<file path="src/rtl/rupt_priority_scheduler.sv">
// Fixed-priority program-interrupt scheduler: latches rupt requests, arbitrates, hands the vector to the sequencer.
// Optional RUPT LOCK watchdog is enabled by defining RUPT_LOCK_ALARM_EN.
module rupt_priority_scheduler #(
  parameter int unsigned NSRC       = 10,
  parameter logic [11:0] VEC_BASE   = 12'o4004,
  parameter int unsigned VEC_STRIDE = 4,
  parameter logic [15:0] LOCK_LIMIT = 16'd8192
) (
  input  logic            clk,
  input  logic            rst,
  input  logic            gojam,
  input  logic [NSRC-1:0] rpt_in,
  input  logic            inhint,
  input  logic            ovf,
  input  logic            extend,
  input  logic            rupt_ack,
  input  logic            resume,
  output logic            rupt_req,
  output logic [11:0]     rupt_vec,
  output logic [3:0]      rupt_idx,
  output logic            in_isr,
  output logic [NSRC-1:0] pending,
  output logic            rupt_lock
);

  typedef enum logic [1:0] {StIdle, StReq, StIsr} state_e;

  state_e          state_q, state_d;
  logic [NSRC-1:0] pend_q, pend_d;
  logic [3:0]      idx_q, idx_d;
  logic [11:0]     vec_q, vec_d;
  logic [3:0]      win_idx;
  logic            blocked;

  assign blocked = inhint | ovf | extend;

  // Lowest set index wins; scanning downward leaves the lowest one last.
  always_comb begin
    win_idx = '0;
    for (int i = NSRC - 1; i >= 0; i--) begin
      if (pend_q[i]) win_idx = 4'(i);
    end
  end

  always_comb begin
    state_d = state_q;
    pend_d  = pend_q;
    idx_d   = idx_q;
    vec_d   = vec_q;
    unique case (state_q)
      StIdle: begin
        if (|pend_q && !blocked) begin
          state_d = StReq;
          idx_d   = win_idx;
          vec_d   = VEC_BASE + 12'(VEC_STRIDE * 32'(win_idx));
        end
      end
      StReq: begin
        if (rupt_ack) begin
          state_d = StIsr;
          pend_d  = pend_q & ~(NSRC'(1) << idx_q);
        end else if (blocked) begin
          state_d = StIdle;
        end
      end
      StIsr: begin
        if (resume) state_d = StIdle;
      end
      default: state_d = StIdle;
    endcase
    // New requests are OR'd in last so a set always beats a same-cycle clear.
    pend_d = pend_d | rpt_in;
  end

  always_ff @(posedge clk or posedge rst) begin
    if (rst) begin
      state_q <= StIdle;
      pend_q  <= '0;
      idx_q   <= '0;
      vec_q   <= '0;
    end else if (gojam) begin
      state_q <= StIdle;
      pend_q  <= '0;
      idx_q   <= '0;
      vec_q   <= '0;
    end else begin
      state_q <= state_d;
      pend_q  <= pend_d;
      idx_q   <= idx_d;
      vec_q   <= vec_d;
    end
  end

  assign rupt_req = (state_q == StReq);
  assign in_isr   = (state_q == StIsr);
  assign rupt_idx = idx_q;
  assign rupt_vec = vec_q;
  assign pending  = pend_q;

`ifdef RUPT_LOCK_ALARM_EN
  logic [15:0] lock_cnt_q;
  logic        lock_q;

  always_ff @(posedge clk or posedge rst) begin
    if (rst) begin
      lock_cnt_q <= '0;
      lock_q     <= 1'b0;
    end else if (gojam) begin
      lock_cnt_q <= '0;
      lock_q     <= 1'b0;
    end else begin
      if (state_q != StIsr) begin
        lock_cnt_q <= '0;
      end else if (lock_cnt_q != LOCK_LIMIT) begin
        lock_cnt_q <= lock_cnt_q + 16'd1;
      end
      // Fires once, on the step that brings the count to the limit.
      lock_q <= (state_q == StIsr) && (lock_cnt_q == LOCK_LIMIT - 16'd1);
    end
  end

  assign rupt_lock = lock_q;
`else
  logic unused_lock_limit;
  assign unused_lock_limit = ^LOCK_LIMIT;
  assign rupt_lock         = 1'b0;
`endif

endmodule
</file>
<file path="config.mk">
export PLATFORM = sky130hd
export DESIGN_NAME = rupt_priority_scheduler
export DESIGN_NICKNAME = d
export VERILOG_FILES = /design/src/rtl/rupt_priority_scheduler.sv
export SDC_FILE = /design/constraint.sdc
export NUM_CORES = 1
export LEC_CHECK = 0
export BUFFER_PORTS_ARGS = -buffer_cell sky130_fd_sc_hd__buf_2
export CORE_UTILIZATION = 46
export DETAILED_ROUTE_END_ITERATION = 10
export GPL_ROUTABILITY_DRIVEN = 0
export PLACE_DENSITY = 0.84
export SETUP_SLACK_MARGIN = 0.5
export SYNTH_ARGS = -nofsm -noshare
export SYNTH_HDL_FRONTEND = slang
export SYNTH_SLANG_ARGS = --single-unit
export TNS_END_PERCENT = 100
</file>
<file path="constraint.sdc">
create_clock -name clk -period 2.6 [get_ports clk]
set_clock_uncertainty 0.05 [all_clocks]
set_input_delay 0.13 -clock clk [delete_from_list [all_inputs] [get_ports clk]]
set_output_delay 0.13 -clock clk [all_outputs]
set_load 0.05 [all_outputs]
</file>
==> impl_metrics.tcl, run 1 <==
set metrics [dict create \
    status "completed" \
    firstDrtPassIters 4 \
    dp_hpwl_um 1980 \
    fin_setup_tns_ns 0 \
    fill_cells 212 \
    top_usage_layer "met2" \
    synth_seq_area_share 0.456 \
    relSlewSlack 0.458 \
    grt_pass1_wl_um 4200 \
    slew_viol_final 0 \
    hold_viol 0 \
    ys_types 38 \
    num_vias 1065 \
    postRouteAntennaNets 0 \
    rr_endpoint "rupt_vec[4]$_DFFE_PP0P_" \
    via_per_inst 5.17 \
    worst_setup_path_end_kind "register" \
    clk_pin_slew_ns 0.12 \
    worst-path-max-fanout 5 \
    min_path_type "primary input to register" \
    rrSetupSlack_ns 0.70 \
    clk_latency_ns 0.31 \
    r2r_start "pending[7]$_DFF_PP0_" \
    drv_cap 0 \
    grt_pass1_vias 982 \
    cts_made_buffers 3 \
    dieArea_um2 2830 \
    cts-root-buf "clkbuf_4" \
    synth_cells 126 \
    synth_area_leaders "dfrtp_1 (46%), a21oi_1 (6.2%), buf_4 (4.4%)" \
    track_usage 0.214 \
    synth_top_area_share 0.456 \
    fmax_mhz 528 \
    syn_area_per_cell_um2 9.57 \
    drt_wl_total_um 2680 \
    wire_per_inst_um 13.0 \
    grt_overflow 0 \
    grt_max_degree 23 \
    crit_path_start "pending[7]$_DFF_PP0_" \
    dp.cells 191 \
    criticalPathCategory "register to register" \
    arrival_ns 2.06 \
    nets 196 \
    drive_above_1_share 0.324 \
    power_density_nw_per_um2 540 \
    initial_core_util 0.487 \
    use_met3 0.0489 \
    num_rows 18 \
    core_area_um2 2480 \
    cts_resized 0 \
    die_width_um 53.2 \
    rsz0062_at_grt "false" \
    h-tree-depth 1 \
    endpoint "rupt_vec[4]$_DFFE_PP0P_" \
    cts_setup_buffers 0 \
    power_uw 842 \
    yosysWarnings 0 \
    min_period_over_period 0.729 \
    rr_worst_depth 7 \
    die_h_um 53.2 \
    syn2layout_area_growth_pct 29.1 \
    route.detailed.drc 0 \
    ys_ff_latch 22 \
    portBuffers 39 \
    peakVddDrop_uv 448 \
    period_needed_ns 1.90 \
    final_cells 206 \
    cts_tree "yes" \
    worst_setup_path_start_kind "register" \
    cts_sinks 22 \
    pin_count 47 \
    drtIter0Drc 17 \
    use_met2 0.379 \
    max_slew.worst_pin.slew_ns 0.813 \
    cts_buffer_depth 2 \
    p_leak_nw 0.782 \
    num_antenna_cells 0 \
    synth_area_um2 1210 \
    gr-usage-met1 0.240 \
    antenna_found_initial 0 \
    finalSetupViolations 0 \
    synth_top_cell_by_area "dfrtp_1" \
    cp.required_ns 2.76 \
]
[critical path, stage by stage (launching register included)]
cell and delay, ns:
dfrtp_1 0.47, nor2_1 0.14, a221oi_1 0.09, o31ai_1 0.39, inv_1 0.09, ha_1 0.20
xor2_1 0.15, a22o_2 0.22
[flip-flops by register name (all words and copies together) (netlist names)]
signal    flops
pending      10
rupt_idx      4
state_q       2
rupt_vec      6
[cells by family (layout without fill, tap and decap cells)]
group           Yosys count  in the layout  share of synthesized area
simple gates             41             41                      0.219
compound gates           38             38                      0.212
flops                    22             22                      0.456
buf+inv                  22             66                     0.0923
fa+ha+maj                 1              1                     0.0104
other cells               1              7                    0.00311
xor+xnor                  1              1                    0.00726
[through the flow]
step | utilization | hold WS, ns | worst slack, ns | area (um^2)
2_1_floorplan | - | 0.0692 | 0.535 | 1230
3_3_place_gp | 0.563 | 0.259 | 0.753 | 1400
3_5_place_dp | 0.563 | 0.287 | 0.698 | 1400
4_1_cts | 0.629 | 0.0656 | 0.675 | 1560
5_1_grt | 0.629 | 0.0610 | 0.527 | 1560
6_report | 0.629 | 0.0794 | 0.705 | 1560
[cell usage after synthesis]
cell type,number
a211o_1,1
nor2b_1,3
nand3b_1,1
ha_1,1
nand4_1,1
a31oi_1,1
and2_1,1
and3b_1,1
or2_2,1
nand3_1,2
and4bb_2,1
nor2_1,11
a211oi_1,1
o31a_2,1
buf_4,7
nand2b_1,4
nor4_4,2
a22o_2,4
dfrtp_1,22
nor3_1,2
o31ai_1,4
or3_1,1
nand2_1,5
o2bb2ai_1,1
conb_1,1
a21oi_4,1
nand3_2,1
and2_2,1
inv_1,12
nor3_2,1
and3_2,1
buf_2,2
clkbuf_1,1
xor2_1,1
nand4b_1,1
a221oi_1,2
a21oi_1,15
o21ai_0,7
[cell type report]
cell class | count | area (um^2) | area share
Multi-Input combinational cell | 88 | 567 | 0.364
Clock inverter | 1 | 30.0 | 0.0193
Inverter | 12 | 45.0 | 0.0289
Tap cell | 30 | 37.5 | 0.0241
Timing Repair Buffer | 50 | 305 | 0.196
Sequential cell | 22 | 551 | 0.353
Clock buffer | 3 | 22.5 | 0.0145
[power breakdown]
group	total [mW]	switching, mW	internal, mW	leakage (nW)
sequential	0.382	0.0243	0.358	0.291
combinational	0.199	0.138	0.0613	0.463
clock	0.260	0.104	0.156	0.0279
[layout by cell type, fill, tap and decap left out, types with 2 or more instances in the layout]
cell type and instances:
buf_2 39, dfrtp_1 22, a21oi_1 15, inv_1 12, nor2_1 11, dlygate4sd3_1 11
o21ai_0 7, conb_1 7, nand2_1 5, nand2b_1 4, o31ai_1 4, a22o_2 4
nor2b_1 3, clkbuf_4 3, nor4_4 2, nor3_1 2, a221oi_1 2, nand3_1 2
[metal layers]
layer  vias to the layer above  wire length (um)
met5                         -                 0
met4                         0                52
met3                         7               172
met2                        47              1360
met1                       484              1100
li1                        527                 -
[worst min-delay path by stage]
stage	from	endpoint	slack, ns	cells past startpoint
floorplan	rst	pending[0]$_DFF_PP0_	0.07	1
global placement	rst	pending[0]$_DFF_PP0_	0.26	2
detailed placement	rst	pending[0]$_DFF_PP0_	0.29	2
CTS	rupt_ack	state_q[0]$_DFFE_PP0P_	0.07	3
global route	rupt_ack	state_q[0]$_DFFE_PP0P_	0.06	3
finish	rupt_ack	state_q[0]$_DFFE_PP0P_	0.08	3
[timing repair]
item                                    CTS  global route
hold buffers                             11             0
endpoints found under the setup margin    0             0
hold endpoints to repair                 32             0
No activity file was read; power rests on OpenSTA's default activity.
==> run 2, diff against run 1 <==
==> constraint.sdc (replaced) <==
create_clock -name clk -period 1.9 [get_ports clk]
set_clock_uncertainty 0.05 [all_clocks]
set_input_delay 0.095 -clock clk [delete_from_list [all_inputs] [get_ports clk]]
set_output_delay 0.095 -clock clk [all_outputs]
set_load 0.05 [all_outputs]
==> impl_metrics.tcl, run 2 (synthesis gave the netlist of run 1 again) <==
set metrics [dict create \
    status "completed" \
    postRouteAntennaNets 0 \
    num_antenna_cells 0 \
    worst_path_max_delay_cell "dfrtp_2" \
    initial_core_util 0.487 \
    critical-path-max-stage-delay_ns 0.46 \
    power_density_nw_per_um2 625 \
    largest_register_ffs 10 \
    clk_latency_ns 0.31 \
    fmax_mhz 595 \
    grt_overflow 0 \
    antenna_found_initial 0 \
    hold_viol 0 \
    drtIter0Drc 17 \
    worst_setup_path_end_kind "register" \
    whs_path_depth 4 \
    wire_per_inst_um 14.2 \
    criticalPathCategory "register to register" \
    die_width_um 53.2 \
    cts_tree "yes" \
    num_rows 18 \
    hp-start "resume" \
    core_area_um2 2480 \
    pin_count 47 \
    die_h_um 53.2 \
    final_common_cell "buf_2" \
    peakVddDrop_uv 591 \
    h-tree-depth 1 \
    rr_endpoint "rupt_vec[4]$_DFFE_PP0P_" \
    rsz0062_at_grt "true" \
    grt_pass1_wl_um 4570 \
    grt_pass1_vias 1053 \
    dp_hpwl_um 1960 \
    crit_chain "nor2_4 > a221oi_2 > o31ai_2 > inv_1 > ha_2 > xor2_1 > a22o_2" \
    slew_viol_final 0 \
    firstDrtPassIters 4 \
    rr_worst_depth 7 \
    portBuffers 39 \
    r2r_start "pending[5]$_DFF_PP0_" \
    finalSetupViolations 0 \
    worst_setup_path_start_kind "register" \
    power_mw 1.07 \
    cts_buffer_depth 2 \
    via_per_inst 5.28 \
    cts_made_buffers 3 \
    worst-path-max-fanout 4 \
    num_vias 1151 \
    arrival_ns 1.84 \
    mostFrequentLayoutCells "buf_2 (37), a21oi_1 (14), inv_1 (12), dfrtp_2 (12)" \
    drt_wl_total_um 3090 \
    period_needed_ns 1.68 \
    clk_pin_slew_ns 0.12 \
    cts_sinks 22 \
    track_usage 0.237 \
    syn2layout_area_growth_pct 42.2 \
    dieArea_um2 2830 \
    cts-root-buf "clkbuf_4" \
    drv_cap 0 \
    min_period_over_period 0.884 \
    route.detailed.drc 0 \
    cp.required_ns 2.06 \
    p_leak_nw 0.826 \
    rrSetupSlack_ns 0.22 \
    drive_above_1_share 0.489 \
    min_to "state_q[1]$_DFFE_PP0P_" \
    fin_setup_tns_ns 0 \
    min_path_type "primary input to register" \
    grt_max_degree 23 \
    nets 208 \
]
[run 2: cell count changes in the layout (fill, tap and decap cells not counted), sizes merged]
cell    before  now
bufinv       1    0
clkbuf       3    4
buf         39   51
[run 2: metal layers]
| layer | track usage | vias to the layer above | wire length (um) | share of wire |
|---|---|---|---|---|
| met3 | 0.0431 | 4 | 143 | 0.046 |
| met5 | 0 | - | 0 | 0 |
| met1 | 0.270 | 555 | 1290 | 0.42 |
| met2 | 0.413 | 42 | 1600 | 0.52 |
| met4 | 0.123 | 0 | 55 | 0.018 |
| li1 | - | 550 | - | - |
[run 2: final cells by class]
| class | count | area (um^2) |
|---|---|---|
| clock buffer | 4 | 26.3 |
| fill | 182 | 762 |
| inverter | 12 | 45.0 |
| multi-input combinational | 88 | 629 |
| sequential | 22 | 566 |
| tap | 30 | 37.5 |
| timing repair buffer | 62 | 412 |
[run 2: what timing repair did]
item                                    CTS  global route
gates resized for setup                  10            10
endpoints found under the hold margin    32             0
endpoints found under the setup margin   15            18
pin swaps                                 8             6
buffers inserted                         10             1
hold buffers                             11             0
[run 2: where the power goes]
| part | internal, mW | switching, mW |
|---|---|---|
| Sequential | 0.493 | 0.0347 |
| Combinational | 0.114 | 0.208 |
| Clock | 0.0822 | 0.140 |
| Total | 0.689 | 0.382 |
[run 2: worst max-delay path: cells and delay by family (launching register included)]
family / cells / cell delay (ns)
flops: 1 / 0.46
fa+ha+maj: 1 / 0.19
simple gates: 1 / 0.12
xor+xnor: 1 / 0.16
compound gates: 3 / 0.52
buf+inv: 1 / 0.08
[run 2: worst max path at each step]
stage | slack, ns | startpoint | end
after detailed placement | 0.11 | pending[7]$_DFF_PP0_ | rupt_vec[4]$_DFFE_PP0P_
after global placement | 0.18 | pending[7]$_DFF_PP0_ | rupt_vec[4]$_DFFE_PP0P_
after global routing | 0.14 | pending[5]$_DFF_PP0_ | rupt_vec[4]$_DFFE_PP0P_
after floorplan | 0.09 | pending[7]$_DFF_PP0_ | rupt_vec[4]$_DFFE_PP0P_
final | 0.22 | pending[5]$_DFF_PP0_ | rupt_vec[4]$_DFFE_PP0P_
after CTS | 0.20 | pending[5]$_DFF_PP0_ | rupt_vec[4]$_DFFE_PP0P_
[run 2: metrics by stage]
step	utilization	instance area [um^2]	instances	worst slack (ns)	hold slack, ns
after detailed placement	0.581	1440	192	0.107	0.0902
after floorplan	-	1270	132	0.0915	0.0335
after global routing	0.692	1720	218	0.137	0.0577
after global placement	0.581	1440	192	0.178	0.0901
final	0.692	1720	218	0.220	0.0422
after CTS	0.681	1690	217	0.204	0.0431
==> run 3, diff against run 2 <==
--- a/config.mk
+++ b/config.mk
@@ -6,6 +6,7 @@
 export NUM_CORES = 1
 export LEC_CHECK = 0
 export BUFFER_PORTS_ARGS = -buffer_cell sky130_fd_sc_hd__buf_2
+export CAP_MARGIN = 20
 export CORE_UTILIZATION = 46
 export DETAILED_ROUTE_END_ITERATION = 10
 export GPL_ROUTABILITY_DRIVEN = 0
==> constraint.sdc (replaced) <==
create_clock -name clk -period 1.7 [get_ports clk]
set_clock_uncertainty 0.05 [all_clocks]
set_input_delay 0.085 -clock clk [delete_from_list [all_inputs] [get_ports clk]]
set_output_delay 0.085 -clock clk [all_outputs]
set_load 0.05 [all_outputs]
==> impl_metrics.tcl, run 3 (synthesis gave the netlist of run 1 again) <==
set metrics [dict create \
    worst_setup_path_start_kind "register" \
    worst-path-max-fanout 4 \
    cts_made_buffers 3 \
    firstDrtPassIters 4 \
    seq_area_um2 571 \
    clk_latency_ns 0.32 \
    portBuffers 39 \
    grt_pass1_wl_um 5050 \
    fill_cells 147 \
    min_period_over_period 1.03 \
    top_usage_layer "met2" \
    use_met3 0.0316 \
    gr-usage-met1 0.318 \
    multi_input_area_um2 716 \
    power_density_nw_per_um2 662 \
    slew_viol_final 0 \
    pin_count 47 \
    largest_register_ffs 10 \
    num_rows 18 \
    num_antenna_cells 0 \
    drv_cap 0 \
    cts-root-buf "clkbuf_4" \
    violations "negative setup slack" \
    final_common_cell "buf_2" \
    p_leak_nw 0.955 \
    num_vias 1255 \
    postRouteAntennaNets 0 \
    rr_endpoint "rupt_vec[4]$_DFFE_PP0P_" \
    rsz0062_at_grt "true" \
    initial_core_util 0.487 \
    drive_above_1_share 0.616 \
    h-tree-depth 1 \
    status "complete, but fails checks" \
    antenna_found_initial 0 \
    hp-start "rupt_ack" \
    via_per_inst 5.39 \
    min_to "state_q[0]$_DFFE_PP0P_" \
    critical-path-max-stage-delay_ns 0.45 \
    peakVddDrop_uv 627 \
    die_h_um 53.2 \
    dp_slack_ns 0.0320 \
    cts_sinks 22 \
    die_width_um 53.2 \
    worst_path_max_delay_cell "dfrtp_2" \
    cts_tree "yes" \
    crit_chain "buf_6 > nor4_4 > buf_4 > nor2b_4 > xor2_1 > a22o_2" \
    cp.required_ns 1.88 \
    grt_overflow 0 \
    grt_pass1_vias 1128 \
    core_area_um2 2480 \
    final_cells 233 \
    rrSetupSlack_ns -0.04 \
    fmax_mhz 573 \
    rr_worst_depth 6 \
    crit_path_start "pending[6]$_DFF_PP0_" \
    route.detailed.drc 0 \
    finalSetupViolations 6 \
    clk_pin_slew_ns 0.13 \
    hold_viol 0 \
    syn2layout_area_growth_pct 68.8 \
    whs_path_depth 3 \
    cts_buffer_depth 2 \
    wire_per_inst_um 16.5 \
    dp_hpwl_um 2030 \
    dp.cells 195 \
    min_path_type "primary input to register" \
    track_usage 0.250 \
    criticalPathCategory "register to register" \
    dieArea_um2 2830 \
    period_needed_ns 1.74 \
    use_met2 0.419 \
    fin_setup_tns_ns -0.142 \
    worst_setup_path_end_kind "register" \
    r2r_start "pending[6]$_DFF_PP0_" \
    grt_max_degree 23 \
    nets 223 \
    worst_slack_ns -0.0440 \
    arrival_ns 1.92 \
    mostFrequentLayoutCells "buf_2 (23), buf_4 (22), dfrtp_2 (16)" \
    drt_wl_total_um 3850 \
    drtIter0Drc 30 \
]
-- run 3: changes by cell type in the layout (fill, tap and decap cells not counted), moves of 3 or more --
cell      delta
a21oi_1      -3
a21oi_2      +3
buf_2       -14
buf_4       +11
buf_6        +7
buf_8        +6
clkbuf_4     +5
dfrtp_1      -4
dfrtp_2      +4
o21ai_0      -4
o21ai_2      +5
-- run 3: what timing repair did --
| action | in CTS | in global routing |
|---|---|---|
| hold buffers | 11 | 0 |
| endpoints found under the hold margin | 32 | 0 |
| buffers inserted | 13 | 10 |
| gates resized for setup | 34 | 41 |
| setup endpoints to repair | 27 | 37 |
| pin swaps | 21 | 12 |
-- run 3: worst max-delay path, delay by kind of cell, from the launching register on --
kind	cells	cell delay, ns
compound gates	1	0.21
buf+inv	2	0.33
flops	1	0.45
xor+xnor	1	0.16
simple gates	2	0.44
-- run 3: through the flow --
stage	power (mW)	util	hold slack (ns)	cell area, um^2
after floorplan	0.835	-	0.0232	1270
after global placement	0.899	0.594	0.0793	1470
after detailed placement	0.907	0.594	0.0797	1470
after CTS	1.27	0.739	0.0164	1830
after global routing	1.39	0.822	0.0203	2040
final	1.35	0.822	0.0125	2040
-- run 3: power by group --
group          switching [mW]  total [mW]  internal [mW]
registers              0.0438       0.596          0.552
logic                   0.262       0.447          0.185
clock network           0.173       0.304          0.131
total                   0.479        1.35          0.868
-- run 3: cell type report --
class | instances | area share
tap | 30 | 0.0184
timing repair buffer | 77 | 0.310
sequential | 22 | 0.280
clock buffer | 4 | 0.0178
multi-input combinational | 88 | 0.352
inverter | 12 | 0.0221
-- run 3: worst max path at each step --
stage / end / slack [ns] / depth (start not counted)
5_1_grt: rupt_vec[4]$_DFFE_PP0P_ / -0.09 / 6
4_1_cts: rupt_vec[4]$_DFFE_PP0P_ / 0.05 / 7
2_1_floorplan: rupt_vec[4]$_DFFE_PP0P_ / -0.11 / 7
3_5_place_dp: rupt_vec[3]$_DFFE_PP0P_ / 0.03 / 6
3_3_place_gp: rupt_vec[3]$_DFFE_PP0P_ / 0.08 / 6
6_report: rupt_vec[4]$_DFFE_PP0P_ / -0.04 / 6
-- run 3: metal layers --
layer  vias up  share of wire
met3         8          0.038
li1        586              -
met5         -              0
met4         0          0.019
met2        45           0.54
met1       616           0.40
